==> config.mk <==
export PLATFORM = sky130hd
export DESIGN_NAME = mips_decode_stage
export DESIGN_NICKNAME = d
export VERILOG_FILES = /design/src/rtl/mips_decode_stage.sv
export SDC_FILE = /design/constraint.sdc
export NUM_CORES = 1
export LEC_CHECK = 0
export CAP_MARGIN = 20
export CORE_ASPECT_RATIO = 1.1
export CORE_MARGIN = 2
export CORE_UTILIZATION = 50
export CTS_CLUSTER_SIZE = 16
export DETAILED_ROUTE_END_ITERATION = 10
export DONT_BUFFER_PORTS = 1
export GPL_TIMING_DRIVEN = 0
export PLACE_DENSITY = 0.68
export SKIP_CTS_REPAIR_TIMING = 1
export SLEW_MARGIN = 20
export SYNTH_ARGS = -nofsm -noshare
export SYNTH_HDL_FRONTEND = slang
export SYNTH_SLANG_ARGS = --single-unit
==> constraint.sdc <==
create_clock -name clk -period 1.7 [get_ports clk]
set_input_delay 0.34 -clock clk [delete_from_list [all_inputs] [get_ports clk]]
set_output_delay 0.34 -clock clk [all_outputs]
set_load 0.01 [all_outputs]
==> src/rtl/mips_decode_stage.sv <==
// mips_decode_stage: registered MIPS-I decoder feeding a DEPTH-entry output queue.
// Define MIPS_DECODE_STATS_EN to add per-format saturating pop counters.
module mips_decode_stage #(
    parameter int XLEN  = 32,
    parameter int PC_W  = 32,
    parameter int DEPTH = 2
) (
    input  logic            clk,
    input  logic            rst_n,
    input  logic            flush,
    input  logic            in_valid,
    output logic            in_ready,
    input  logic [31:0]     in_instr,
    input  logic [PC_W-1:0] in_pc,
    output logic            out_valid,
    input  logic            out_ready,
    output logic [1:0]      out_fmt,
    output logic [5:0]      out_opcode,
    output logic [4:0]      out_rs,
    output logic [4:0]      out_rt,
    output logic [4:0]      out_rd,
    output logic [4:0]      out_shamt,
    output logic [5:0]      out_func,
    output logic [XLEN-1:0] out_imm,
    output logic [25:0]     out_jtarget,
    output logic [PC_W-1:0] out_pc,
    output logic            out_illegal
`ifdef MIPS_DECODE_STATS_EN
    ,
    output logic [15:0]     cnt_r,
    output logic [15:0]     cnt_i,
    output logic [15:0]     cnt_j,
    output logic [15:0]     cnt_ill
`endif
);
    localparam int AW = $clog2(DEPTH);
    localparam int CW = AW + 1;

    typedef struct packed {
        logic [1:0]      fmt;
        logic [5:0]      opcode;
        logic [4:0]      rs;
        logic [4:0]      rt;
        logic [4:0]      rd;
        logic [4:0]      shamt;
        logic [5:0]      func;
        logic [XLEN-1:0] imm;
        logic [25:0]     jtarget;
        logic [PC_W-1:0] pc;
    } entry_t;

    entry_t          dec, head;
    entry_t          mem_q [DEPTH];
    logic [AW-1:0]   wr_q, wr_d, rd_q, rd_d;
    logic [CW-1:0]   cnt_q, cnt_d;
    logic [5:0]      op;
    logic            is_r, is_i, is_j, push, pop;

    assign op   = in_instr[31:26];
    assign is_r = op == 6'd0;
    assign is_j = op == 6'd2 || op == 6'd3;
    assign is_i = op inside {6'd4, 6'd5, 6'd6, 6'd7, 6'd8, 6'd9, 6'd10, 6'd11, 6'd12, 6'd13,
                             6'd14, 6'd15, 6'd32, 6'd33, 6'd35, 6'd36, 6'd37, 6'd40, 6'd41, 6'd43};

    always_comb begin
        dec         = '0;
        dec.opcode  = op;
        dec.pc      = in_pc;
        dec.fmt     = is_r ? 2'd0 : is_i ? 2'd1 : is_j ? 2'd2 : 2'd3;
        dec.rs      = (is_r || is_i) ? in_instr[25:21] : '0;
        dec.rt      = (is_r || is_i) ? in_instr[20:16] : '0;
        dec.rd      = is_r ? in_instr[15:11] : '0;
        dec.shamt   = is_r ? in_instr[10:6] : '0;
        dec.func    = is_r ? in_instr[5:0] : '0;
        dec.jtarget = is_j ? in_instr[25:0] : '0;
        // logical immediates zero-extend; lui places the half-word high then sign-extends
        dec.imm     = !is_i ? '0 :
                      (op inside {6'd12, 6'd13, 6'd14}) ? XLEN'(in_instr[15:0]) :
                      (op == 6'd15) ? XLEN'($signed({in_instr[15:0], 16'h0000})) :
                      XLEN'($signed(in_instr[15:0]));
    end

    assign in_ready  = cnt_q != CW'(DEPTH);
    assign out_valid = cnt_q != '0;
    assign push      = in_valid && in_ready;
    assign pop       = out_valid && out_ready;

    always_comb begin
        wr_d  = flush ? '0 : wr_q + AW'(push);
        rd_d  = flush ? '0 : rd_q + AW'(pop);
        cnt_d = flush ? '0 : cnt_q + CW'(push) - CW'(pop);
    end

    always_ff @(posedge clk or negedge rst_n) begin
        if (!rst_n) begin
            wr_q  <= '0;
            rd_q  <= '0;
            cnt_q <= '0;
            for (int k = 0; k < DEPTH; k++) mem_q[k] <= '0;
        end else begin
            wr_q  <= wr_d;
            rd_q  <= rd_d;
            cnt_q <= cnt_d;
            if (push && !flush) mem_q[wr_q] <= dec;
        end
    end

    assign head        = out_valid ? mem_q[rd_q] : '0;
    assign out_fmt     = head.fmt;
    assign out_opcode  = head.opcode;
    assign out_rs      = head.rs;
    assign out_rt      = head.rt;
    assign out_rd      = head.rd;
    assign out_shamt   = head.shamt;
    assign out_func    = head.func;
    assign out_imm     = head.imm;
    assign out_jtarget = head.jtarget;
    assign out_pc      = head.pc;
    assign out_illegal = head.fmt == 2'd3;

`ifdef MIPS_DECODE_STATS_EN
    logic [15:0] stat_q [4];

    always_ff @(posedge clk or negedge rst_n) begin
        if (!rst_n) begin
            for (int k = 0; k < 4; k++) stat_q[k] <= '0;
        end else if (pop && !flush && stat_q[head.fmt] != 16'hFFFF) begin
            stat_q[head.fmt] <= stat_q[head.fmt] + 16'd1;
        end
    end

    assign cnt_r   = stat_q[0];
    assign cnt_i   = stat_q[1];
    assign cnt_j   = stat_q[2];
    assign cnt_ill = stat_q[3];
`endif
endmodule

==> results.ini, run 1 <==
[outcome]
status=finished with violations
failed_checks=hold timing, setup timing

[place]
dp_cells=1630
dpl.hpwl_um=23120
dp_worst_setup_slack_ps=-733.7
place_congestion=0.8118
portBuffers=0

[worst_setup_path]
arrival_ps=1770
crit_required_ps=1360
r2r_slack_ps=-300
r2r-end=cnt_q[1]$_DFF_PN0_
r2r_start=cnt_q[1]$_DFF_PN0_
cp-end-kind=output pin
crit_fanout=10
rr_worst_depth=10
critPathLaunchType=flop
crit_type=flop to output pin

[worst_hold_path]
min_path_type=primary input to async pin

[sta]
finalCritPeriodShare=1.242
hold_viol_final=260
fmax_mhz=473.7
post-route-min-period_ps=2111
finalSetupViolCount=181
slew_violations=0
fin_skew_ps=13.97
worst_slack_ps=-411.2
slew_headroom=0.5706
holdWs_ps=-489.4
rsz0062_at_grt=yes
tightest_slew_ps=641.3

[floorplanning]
start_util=0.5107
io_pins=196
dieWidth_um=150.1
dieArea_um2=24740
core_area_um2=23000
rows=58
die_h_um=164.8

[yosys]
avgSynthCellArea_um2=8.833
yosys_warnings=0
synth_top_area_share=0.5368
synth_ff_type=dfrtp_1
ys_top_cells_by_area=dfrtp_1, nand2_1, mux2i_1, o21ai_0, nor2_1
synth_nets=1401
ys_seq_area_frac=0.5368
synth_cell_types=37
postSynth.asyncResetShare=1.000
synth_edf_count=0
syn_inst=1330
synth_top_area_cell=dfrtp_1
syn_area_um2=11750
ys_ff_latch=252

[clock_network]
cts_made_buffers=28
clockRootBuffer=clkbuf_16
clock_latency_ps=540
htree_levels=1
cts.sinks=252
cts_buffer_depth=3
cts_tree=done
path_clk_slew_ps=60

[power_and_ir_drop]
p_per_area_nw_per_um2=1512
total_power_mw=21.64
irDropWorstVdd_mv=0.9571
p_leak_nw=6.270

[global_routing]
track_usage=0.2641
grt_antenna_before_repair=1
globalRoute.totalOverflow=0
grt_pass1_wl_um=50310
grt_max_degree=253
grt_pass1_vias=9100

[cells_and_area]
mostFrequentLayoutCell=nand2_1
drive_above_1_share=0.1637
mostFrequentLayoutCells=nand2_1, dfrtp_1, o21ai_0
syn_to_final_growth_pct=21.88
nets=1499
stdcell_count=1749
fin_util=0.6224

[route]
wl_met1_um=13930
ant_nets=0
drcViolationCount=0
top_layer_used=met4
drt_pass1_iterations=5
vias_per_cell=5.518
finalWirelength_um=34980
vias=9651
wl_met3_um=3303
wl_per_cell_um=20.00
wl_met2_um=17160
first_iter_violations=842

[run]
maxCapViolCount=0

-- routing by layer --
layer	global-route usage	vias up
li1	-	4534
met2	0.4375	347
met3	0.07459	42
met5	0	-
met1	0.3434	4728
met4	0.06861	0
-- worst max-delay path: stages (launching register included) --
cell and delay (ps):
dfrtp_1 390, buf_12 160, buf_12 150, buf_12 150, mux2i_2 150, nor2_2 210
-- Yosys cell counts, types with 3 or more instances --
cell,number
buf_2,58
nand2_1,496
o21ai_1,4
dfrtp_1,252
clkbuf_1,34
a21oi_2,10
and3_1,4
buf_4,4
nor2_1,132
mux2i_1,124
nand3_1,4
o21ai_0,136
a21oi_1,6
o31ai_1,32
buf_1,3
-- area by class of cell --
cell class | instances | area [µm²]
fillers | 1918 | 8687
flip-flops and latches | 252 | 6307
multi-input cells | 974 | 5260
clock buffers | 37 | 785.8
plain buffers | 101 | 749.5
repair buffers | 69 | 680.7
well taps | 300 | 375.4
clock inverters | 13 | 148.9
inverters | 2 | 7.507
diodes | 1 | 2.502
-- stage by stage --
step / setup TNS [ps] / instance area, µm²
finish: -43550 / 14320
global route: -58550 / 14320
CTS: -159900 / 13080
detailed placement: -81060 / 12150
global placement: -77160 / 12150
floorplan: -0.7596 / 11770
-- registers in the layout, indices dropped and copies added, names as in the netlist --
register and count:
cnt_q 2, wr_q 1, mem_q 248, rd_q 1
-- worst max path at each step --
| stage | start | end |
|---|---|---|
| 4_1_cts | cnt_q[0]$_DFF_PN0_ | out_jtarget[10] |
| 3_5_place_dp | cnt_q[0]$_DFF_PN0_ | out_jtarget[10] |
| 6_report | rd_q$_DFF_PN0_ | out_jtarget[5] |
| 3_3_place_gp | cnt_q[0]$_DFF_PN0_ | out_jtarget[10] |
| 5_1_grt | rd_q$_DFF_PN0_ | out_pc[19] |
| 2_1_floorplan | cnt_q[0]$_DFF_PN0_ | cnt_q[1]$_DFF_PN0_ |
-- kinds of logic after synthesis --
family / Yosys count / share of synthesized area
AO/OA/AOI/OAI: 193 / 0.09330
AND/OR/NAND/NOR: 649 / 0.2139
adder cells (fa/ha/maj): 2 / 0.002130
buffers and inverters: 104 / 0.04335
XOR/XNOR: 4 / 0.002983
flip-flops: 252 / 0.5368
multiplexers: 126 / 0.1076
-- report_power, final --
group | switching (mW) | leakage (nW) | internal (mW)
Clock | 2.46 | 0.459 | 3.69
Combinational | 4.23 | 2.47 | 2.81
Sequential | 0.897 | 3.34 | 7.56
Total | 7.59 | 6.27 | 14.1
Note: power is estimated with default switching activity, not from simulation.
==> inputs of run 2 (changes only) <==
--- a/config.mk
+++ b/config.mk
@@ -5,6 +5,7 @@
 export SDC_FILE = /design/constraint.sdc
 export NUM_CORES = 1
 export LEC_CHECK = 0
+export ABC_CLOCK_PERIOD_IN_PS = 1700
 export CAP_MARGIN = 20
 export CORE_ASPECT_RATIO = 1.1
 export CORE_MARGIN = 2
@@ -19,3 +20,4 @@
 export SYNTH_ARGS = -nofsm -noshare
 export SYNTH_HDL_FRONTEND = slang
 export SYNTH_SLANG_ARGS = --single-unit
+export TNS_END_PERCENT = 100
==> results of run 2 <==
Same layout as run 1: the final DEF is identical, and so are final timing and power.
==> inputs of run 3 (changes only) <==
--- a/config.mk
+++ b/config.mk
@@ -6,15 +6,14 @@
 export NUM_CORES = 1
 export LEC_CHECK = 0
 export ABC_CLOCK_PERIOD_IN_PS = 1700
-export CAP_MARGIN = 20
+export CAP_MARGIN = 40
 export CORE_ASPECT_RATIO = 1.1
 export CORE_MARGIN = 2
-export CORE_UTILIZATION = 50
+export CORE_UTILIZATION = 45
 export CTS_CLUSTER_SIZE = 16
 export DETAILED_ROUTE_END_ITERATION = 10
 export DONT_BUFFER_PORTS = 1
 export GPL_TIMING_DRIVEN = 0
-export PLACE_DENSITY = 0.68
 export SKIP_CTS_REPAIR_TIMING = 1
 export SLEW_MARGIN = 20
 export SYNTH_ARGS = -nofsm -noshare
==> run 3 against run 2 <==
The flow still finishes with violations (hold timing, setup timing). Fmax increased by 0.78%. Critical path depth is the same. Count of clock-buffer cells in the layout up 5. Hold slack worse by 0.83 ps. Sequential power is 0.5% higher. Via count increased by 0.37%.
==> results.ini, run 3 (synthesized netlist as in run 1, its figures left out) <==
[outcome]
status=finished with violations
failed_checks=hold timing, setup timing

[global_routing]
grt_use_met2=0.4136  ; -0.02394
track_usage=0.2513  ; -0.01287
grt_max_degree=253  ; unchanged
gr-usage-met3=0.06550  ; -0.009086
grtUsageMet1=0.3356  ; -0.007800
grt_pass1_vias=9148  ; +0.53%
grt_antenna_before_repair=2  ; +1
grt_pass1_wl_um=53100  ; +5.6%
globalRoute.totalOverflow=0  ; unchanged
grt-busiest-layer=met2

[worst_setup_path]
cp_top_family=buffers and inverters
crit_type=flop to output pin
arrival_ps=1750  ; -20 ps
cp_num_buf_inv=3  ; unchanged
crit_required_ps=1360  ; about the same
slowest_stage=dfrtp_1
crit_path_frequent_cell=buf_12
cp-end-kind=output pin
path_cells=buf_12 > buf_12 > buf_12 > mux2i_2 > nor2_2
critPathLaunchType=flop
crit_fanout=10  ; unchanged
cpPeakStageDelay_ps=390  ; about the same

[route]
first_iter_violations=761  ; -9.6%
wl_per_cell_um=20.27  ; +1.4%
drcViolationCount=0  ; unchanged
ant_nets=0  ; unchanged
vias_per_cell=5.367  ; -2.7%
drt_pass1_iterations=5  ; unchanged
finalWirelength_um=36590  ; +4.6%
vias=9687  ; +0.37%

[floorplanning]
dieArea_um2=27420  ; +11%
core_area_um2=25910  ; +13%
io_pins=196  ; unchanged
dieWidth_um=158.1  ; +5.3%
rows=62  ; +6.9%
die_h_um=173.5  ; +5.3%
start_util=0.4534  ; -0.05726

[run]
maxCapViolCount=0  ; unchanged

[cells_and_area]
nets=1502  ; +0.20%
largest-register=mem_q
drive_above_1_share=0.1943  ; +0.03067
mostFrequentLayoutCells=nand2_1, dfrtp_1, o21ai_0
mostFrequentLayoutCell=nand2_1
top_regs=mem_q x248, cnt_q x2
largest_reg_flops=248  ; unchanged
syn_to_final_growth_pct=25.04

[sta]
finalSetupViolCount=153  ; -15%
tightest_slew_ps=651.1  ; +9.806 ps
post-route-min-period_ps=2095  ; -16.27 ps
rsz0062_at_grt=yes
fin_skew_ps=10.77  ; -3.207 ps
hold_viol_final=256  ; -1.5%
worst_slack_ps=-395.0  ; +16.27 ps
fmax_mhz=477.3  ; +0.78%
holdWs_ps=-490.3  ; -0.8270 ps
slew_violations=0  ; unchanged
finalCritPeriodShare=1.232  ; -0.009572
slew_headroom=0.5659  ; -0.004656

[power_and_ir_drop]
irDropWorstVdd_mv=0.8789  ; -8.2%
p_leak_nw=6.308  ; +0.62%
total_power_mw=22.00  ; +1.7%
p_per_area_nw_per_um2=1498  ; -0.92%

[clock_network]
cts_tree=done
path_clk_slew_ps=60  ; about the same
htree_levels=1  ; unchanged
cts_made_buffers=27  ; -3.6%
clock_latency_ps=540  ; about the same
clockRootBuffer=clkbuf_16
cts.sinks=252  ; unchanged
cts_buffer_depth=3  ; unchanged

[place]
dp_worst_setup_slack_ps=-789.9  ; -56.24 ps
portBuffers=0  ; unchanged
place_congestion=0.8050  ; -0.84%
dpl.hpwl_um=23860  ; +3.2%

[worst_hold_path]
min_path_type=primary input to async pin

-- run 3: cell count changes in the layout (fill, tap and decap cells not counted), moves of 6 or more --
| cell | before | now |
|---|---|---|
| nor2_2 | 58 | 76 |
| buf_6 | 8 | 14 |
| clkbuf_8 | 3 | 9 |
| nor2_4 | 5 | 11 |
| mux2i_4 | 3 | 14 |
| mux2i_1 | 102 | 88 |
| nor2_1 | 69 | 45 |
-- run 3: per-layer routing --
metal	vias to the layer above	routed length, µm
met2	319	17470
met1	4772	15370
met3	56	2983
met5	-	0
li1	4540	-
met4	0	762
-- run 3: path summary, 6_finish.rpt --
path | startpoint | end | slack (ps) | depth (start not counted)
worst max-delay path | rd_q$_DFF_PN0_ | out_jtarget[5] | -390 | 5
worst min-delay path | rst_n | mem_q[129]$_DFFE_PN0P_ | -490 | 0
worst max register to register | cnt_q[1]$_DFF_PN0_ | cnt_q[1]$_DFF_PN0_ | -320 | 11
worst min register to register | mem_q[13]$_DFFE_PN0P_ | mem_q[13]$_DFFE_PN0P_ | 470 | 2
max in group asynchronous | rst_n | cnt_q[1]$_DFF_PN0_ | 1720 | 0
min in group clk | in_instr[9] | mem_q[165]$_DFFE_PN0P_ | -30 | 2
-- run 3: metrics by stage --
stage          hold WS (ps)  utilization  instances  setup TNS (ps)  cell area, µm²
4_1_cts              -507.4       0.5055       1731         -167820           13100
3_3_place_gp          55.53       0.4714       1682          -90460           12210
5_1_grt              -517.6       0.5668       1804          -59380           14690
2_1_floorplan         44.41            -       1330         -0.7596           11770
3_5_place_dp          56.27       0.4714       1682          -95440           12210
6_report             -490.3       0.5669       1805          -41760           14690
-- run 3: area by class of cell --
cell class,instances,area (µm²)
fill,2381,11220
tap,352,440.4
timing repair buffer,72,740.7
buffer,102,799.5
antenna,2,5.005
clock buffer,42,822.0
sequential,252,6307
clock inverter,7,62.56
multi-input combinational,974,5504
inverter,2,7.507
-- run 3: power breakdown --
group	switching (mW)	total, mW	internal (mW)	leakage (nW)
registers	0.942	8.50	7.56	3.34
clock network	2.42	5.87	3.45	0.438
logic	4.51	7.63	3.13	2.53
total	7.86	22.0	14.1	6.31
